File: src/rtl/mul_ctrl.sv
// mul_ctrl: sequential 32x32 multiplier (MUL/MULH/MULHSU/MULHU) built as a
// radix-2 shift-add engine behind a valid/ready request/response handshake.
//
// Ports:
//   clk        rising-edge clock
//   rst_n      asynchronous active-low reset
//   in_valid   request present on op/in1/in2
//   in_ready   request accepted on this edge if in_valid (IDLE and no flush)
//   op         0 MUL (low 32), 1 MULH (s*s), 2 MULHSU (s*u), 3 MULHU (u*u)
//   in1, in2   multiplicand (rs1) and multiplier (rs2)
//   flush      synchronous abort; forces IDLE on the next edge, result lost
//   out_valid  result on out is valid (DONE state)
//   out_ready  consumer takes the result
//   out        selected half of the 64-bit product
//   busy       state is not IDLE
//
// Build option: define MUL_EARLY_OUT_EN to leave CALC as soon as the
// remaining multiplier bits are all zero. Results are the same either way;
// only latency changes.
module mul_ctrl (
  input  logic        clk,
  input  logic        rst_n,
  input  logic        in_valid,
  output logic        in_ready,
  input  logic [1:0]  op,
  input  logic [31:0] in1,
  input  logic [31:0] in2,
  input  logic        flush,
  output logic        out_valid,
  input  logic        out_ready,
  output logic [31:0] out,
  output logic        busy
);

  localparam logic [1:0] IDLE = 2'd0;
  localparam logic [1:0] CALC = 2'd1;
  localparam logic [1:0] DONE = 2'd2;

  localparam logic [1:0] OP_MUL    = 2'd0;
  localparam logic [1:0] OP_MULH   = 2'd1;
  localparam logic [1:0] OP_MULHSU = 2'd2;

  logic [1:0]  state;
  logic [1:0]  op_r;
  logic        sign_r;
  logic [63:0] mcand;   // multiplicand magnitude, shifted left each step
  logic [31:0] mplier;  // multiplier magnitude, shifted right each step
  logic [63:0] acc;
  logic [4:0]  cnt;
  logic [63:0] result;

  logic        neg1;
  logic        neg2;
  logic [31:0] mag1;
  logic [31:0] mag2;
  logic        sign_in;
  logic [63:0] acc_step;
  logic        last_step;

  // Operands are reduced to unsigned magnitudes; the sign is reapplied to the
  // full 64-bit product. 0x80000000 negates to itself, which is the correct
  // unsigned magnitude.
  always_comb begin
    neg1     = in1[31] && ((op == OP_MULH) || (op == OP_MULHSU));
    neg2     = in2[31] && (op == OP_MULH);
    mag1     = neg1 ? (~in1 + 32'd1) : in1;
    mag2     = neg2 ? (~in2 + 32'd1) : in2;
    sign_in  = neg1 ^ neg2;
    acc_step = mplier[0] ? (acc + mcand) : acc;
`ifdef MUL_EARLY_OUT_EN
    // Once the bits still to be shifted in are zero, acc_step is final.
    last_step = (cnt == 5'd31) || (mplier[31:1] == '0);
`else
    last_step = (cnt == 5'd31);
`endif
  end

  always_ff @(posedge clk or negedge rst_n) begin
    if (!rst_n) begin
      state  <= IDLE;
      op_r   <= '0;
      sign_r <= 1'b0;
      mcand  <= '0;
      mplier <= '0;
      acc    <= '0;
      cnt    <= '0;
      result <= '0;
    end else if (flush) begin
      state <= IDLE;
    end else begin
      case (state)
        IDLE: begin
          if (in_valid) begin
            op_r   <= op;
            sign_r <= sign_in;
            mcand  <= {32'd0, mag1};
            mplier <= mag2;
            acc    <= '0;
            cnt    <= '0;
            state  <= CALC;
          end
        end
        CALC: begin
          acc    <= acc_step;
          mcand  <= mcand << 1;
          mplier <= mplier >> 1;
          cnt    <= cnt + 5'd1;
          if (last_step) begin
            result <= sign_r ? (~acc_step + 64'd1) : acc_step;
            state  <= DONE;
          end
        end
        DONE: begin
          if (out_ready) state <= IDLE;
        end
        default: state <= IDLE;
      endcase
    end
  end

  assign in_ready  = (state == IDLE) && !flush;
  assign busy      = (state != IDLE);
  assign out_valid = (state == DONE);
  assign out       = (op_r == OP_MUL) ? result[31:0] : result[63:32];

endmodule

File: config.mk
export PLATFORM = sky130hd
export DESIGN_NAME = mul_ctrl
export DESIGN_NICKNAME = d
export VERILOG_FILES = /design/src/rtl/mul_ctrl.sv
export SDC_FILE = /design/constraint.sdc
export NUM_CORES = 1
export LEC_CHECK = 0
export ABC_CLOCK_PERIOD_IN_PS = 5300
export CORE_AREA = 2 2 193 195
export DETAILED_ROUTE_END_ITERATION = 6
export DIE_AREA = 0 0 195 197
export GPL_TIMING_DRIVEN = 0
export PLACE_DENSITY = 0.74
export SETUP_SLACK_MARGIN = 0.2
export SYNTH_ARGS = -nofsm -noshare
export SYNTH_HDL_FRONTEND = slang
export SYNTH_SLANG_ARGS = --single-unit
export TNS_END_PERCENT = 100
File: constraint.sdc
create_clock -name clk -period 5.3 [get_ports clk]
set_input_delay 1.325 -clock clk [delete_from_list [all_inputs] [get_ports clk]]
set_output_delay 1.325 -clock clk [all_outputs]
set_load 0.02 [all_outputs]
==> results.ini <==
[outcome]
status = finished clean

[synthesis]
synth_top_area_share_pct = 32.73
yosysWarnings = 0
synth-seq-cells = 234
synthTopCellsByArea = dfrtp_1 33%, o21ai_0 7.5%, nand2_1 7.4%, a21oi_1 5.4%, ha_1 4.8%
ys_seq_area_share_pct = 32.73
synthCells = 2251
synth_area_sq_um = 17890
synth_flop_cell = dfrtp_1
ys_types = 94
synth_top_cell_by_area = dfrtp_1
synth.avg_cell_area_sq_um = 7.949
syn-num-nets = 2392
synthArstFlopShare_pct = 100.0
synth_edf_count = 0

[routing]
wl_um = 63800
drtIter0Drc = 1762
wl_per_cell_um = 22.17
detail-route-antenna-nets = 0
drc = 0
drt-pass1-iter-count = 5
vias_per_cell = 6.291
vias = 18110

[sta]
fin_skew_ns = 0.01433
fin_crit_sh_pct = 93.73
grt_setup_unrepaired = false
worst_pin_slew_ns = 1.083
finalSetupViolations = 0
finalHoldViolations = 0
fmax_mhz = 201.3
slew_headroom_pct = 27.81
maxSlewViolCount = 0
timing.final.crit_period_ns = 4.968
hold_ws_ns = 0.4783

[clock_tree]
cts_root_buffer = clkbuf_16
cts.sink_count = 234
cts_buffer_depth = 3
clkTransAtPathRegs_ns = 0.06
cts_tree = built
clk_latency_ns = 0.56
cts_max_level = 1
cts_hold_buf = 0
cts_buffers = 27

[critical_path]
cp_top_family = buffers and inverters
crit_buf_inv = 9
path_max_fanout = 10
crit_path_end_kind = register
cpMostUsedCell = buf_2
worst-path-stages = 12
cp.arrival_ns = 5.40
max_stage_delay_ns = 0.58
critical_path.cell_chain = clkbuf_2, buf_2, buf_2, buf_2, clkbuf_1, clkbuf_2, buf_2, buf_2, clkdlybuf4s15_2, mux2i_2, xnor2_1, o21ai_0
critPathLaunchType = register
worstSetupPathType = register to register
cp_data_required_time_ns = 5.73
critPathSlowestCell = clkdlybuf4s15_2
reg2regPathDepth = 12

[place]
dpl.hpwl_um = 50600
routabilityCongestion = 1.047
portBuffers = 105

[floorplan]
initial_core_util_pct = 49.34
die_w_um = 195
rows = 70
core_region_area_sq_um = 36260
ioPinCount = 106
die_area_sq_um = 38420
chipHeight_um = 197

[grt]
grt_pass1_vias = 17430
track_usage_pct = 33.08
grt_pass1_wl_um = 99140
overflow = 0
antenna_found_initial = 3
grt_max_degree = 93

[pwr]
p_int_w = 0.003838
ir_drop_uv = 225.5
pwr-share-clk_pct = 29.3
power.share.combinational_pct = 37.3
switching_power_w = 0.002533
pwr-share-seq_pct = 33.4
leakage_nw = 8.601
p_total_w = 0.006370
p_per_area_nw_per_um2 = 309.7
netSwitchingFraction_pct = 39.76

[final_layout]
fill_cells = 3374
layout.cells.most_common = nand2_1
fin_util_pct = 56.73
ff_latch_area_sq_um = 5856
drive_gt1_share_pct = 6.891
fin_nets = 2530
area_growth_pct = 14.97
multi_input_area_sq_um = 11420
layout_common_cells = 353 x nand2_1, 267 x o21ai_0, 234 x dfrtp_1, 191 x a21oi_1, 137 x nor2_1

[flow_run]
maxCapViolations = 0

[hold_path]
hold-path-cell-count = 2
min_path_type = register to register

-- sequential cells by signal, indices dropped and copies added (netlist names) --
name / count
mplier: 32
mcand: 64
op_r: 2
result: 64
cnt: 5
sign_r: 1
state: 2
acc: 64
-- cells by family (layout without fill, tap and decap cells) --
group           count (synthesis)  in the layout  synth area share [%]
mux                            61             61                 3.664
compound gates                746            746                 25.94
other cells                     0              1                     0
buf+inv                       180            338                 3.951
fa+ha+maj                      70             70                 4.937
simple gates                  819            819                 21.88
flops                         234            234                 32.73
xor+xnor                      141            141                 6.902
-- metrics by stage --
step,instances,setup WS (ns),cell area (sq um),setup TNS (ns)
after global routing,2878,0.2127,20570,0
after floorplan,2251,1.423,17890,0
after CTS,2876,0.2556,20470,0
after detailed placement,2827,-0.1804,19590,-0.2452
after global placement,2824,-7.133,19530,-1658.23
final,2878,0.3321,20570,0
-- path summary, 6_finish.rpt --
| check | from | slack, ns | endpoint |
|---|---|---|---|
| hold reg to reg | result[32] | 0.48 | result[32] |
| hold / removal | result[32] | 0.48 | result[32] |
| setup / recovery | mplier[0] | 0.33 | result[41] |
| min in group asynchronous | rst_n | 0.69 | acc[43] |
| max in group asynchronous | rst_n | 3.38 | result[2] |
| setup reg to reg | mplier[0] | 0.33 | result[41] |
-- power by group through the flow --
stage	Combinational [W]	Clock, W	Sequential, W
CTS	0.00229	0.00188	0.00212
global route	0.00257	0.00195	0.00215
detailed placement	0.00228	0	0.00215
floorplan	0.00157	0	0.00207
finish	0.00237	0.00187	0.00213
global placement	0.00223	0	0.00215
-- area by class of cell --
| class | instances | area share [%] |
|---|---|---|
| repair buffers | 109 | 5.462 |
| clock inverters | 8 | 0.3345 |
| well taps | 468 | 2.847 |
| diodes | 1 | 0.01216 |
| multi-input cells | 1837 | 55.51 |
| clock buffers | 41 | 3.881 |
| plain buffers | 141 | 2.774 |
| flip-flops and latches | 234 | 28.47 |
| inverters | 39 | 0.7116 |
-- worst register-to-register path, delay by kind of cell (launching register included) --
kind,cells,cell delay (ns)
xor+xnor,1,0.28
buf+inv,9,3.52
mux,1,0.45
compound gates,1,0.13
flops,1,0.46
-- synth_stat cells (5+ instances only) --
| cell | number |
|---|---|
| and3_1 | 9 |
| buf_1 | 13 |
| a31oi_1 | 23 |
| or3_1 | 28 |
| nand4_1 | 34 |
| xnor2_1 | 89 |
| buf_2 | 21 |
| nor2b_1 | 13 |
| a21boi_0 | 6 |
| nor2_1 | 137 |
| nand3_1 | 73 |
| o311ai_0 | 6 |
| ha_1 | 69 |
| o21ai_1 | 20 |
| dfrtp_1 | 234 |
| xor2_1 | 52 |
| o41ai_1 | 10 |
| o21ai_0 | 267 |
| or2_2 | 12 |
| and2_1 | 16 |
| a211oi_1 | 16 |
| o21a_1 | 20 |
| and4_1 | 17 |
| inv_1 | 39 |
| mux2_2 | 36 |
| o2111ai_1 | 5 |
| nand2_1 | 353 |
| o31ai_1 | 15 |
| o22ai_1 | 9 |
| clkbuf_1 | 105 |
| mux2i_1 | 25 |
| a22oi_1 | 20 |
| a22o_1 | 17 |
| nor3_1 | 48 |
| nor4_1 | 22 |
| o211ai_1 | 17 |
| or4_1 | 5 |
| nand3b_1 | 7 |
| nand2b_1 | 22 |
| a211o_1 | 7 |
| o21bai_1 | 6 |
| a21oi_1 | 192 |
| a21o_1 | 24 |
-- per-layer routing --
layer | part of all wire (%) | GRT usage [%] | vias to the layer above | wire, um
li1 | - | - | 8501 | -
met1 | 43 | 44.05 | 8729 | 27200
met2 | 45 | 53.24 | 733 | 28700
met3 | 8.2 | 5.681 | 141 | 5236
met4 | 4.1 | 14.19 | 2 | 2646
met5 | 0.028 | 0 | - | 18
-- timing repair --
item	in CTS	in global routing
pin swaps	0	1
endpoints found under the setup margin	18	22
setup buffers	0	1
resized for setup	4	17
cloned	0	0
Note: power is estimated with default switching activity, not from simulation.
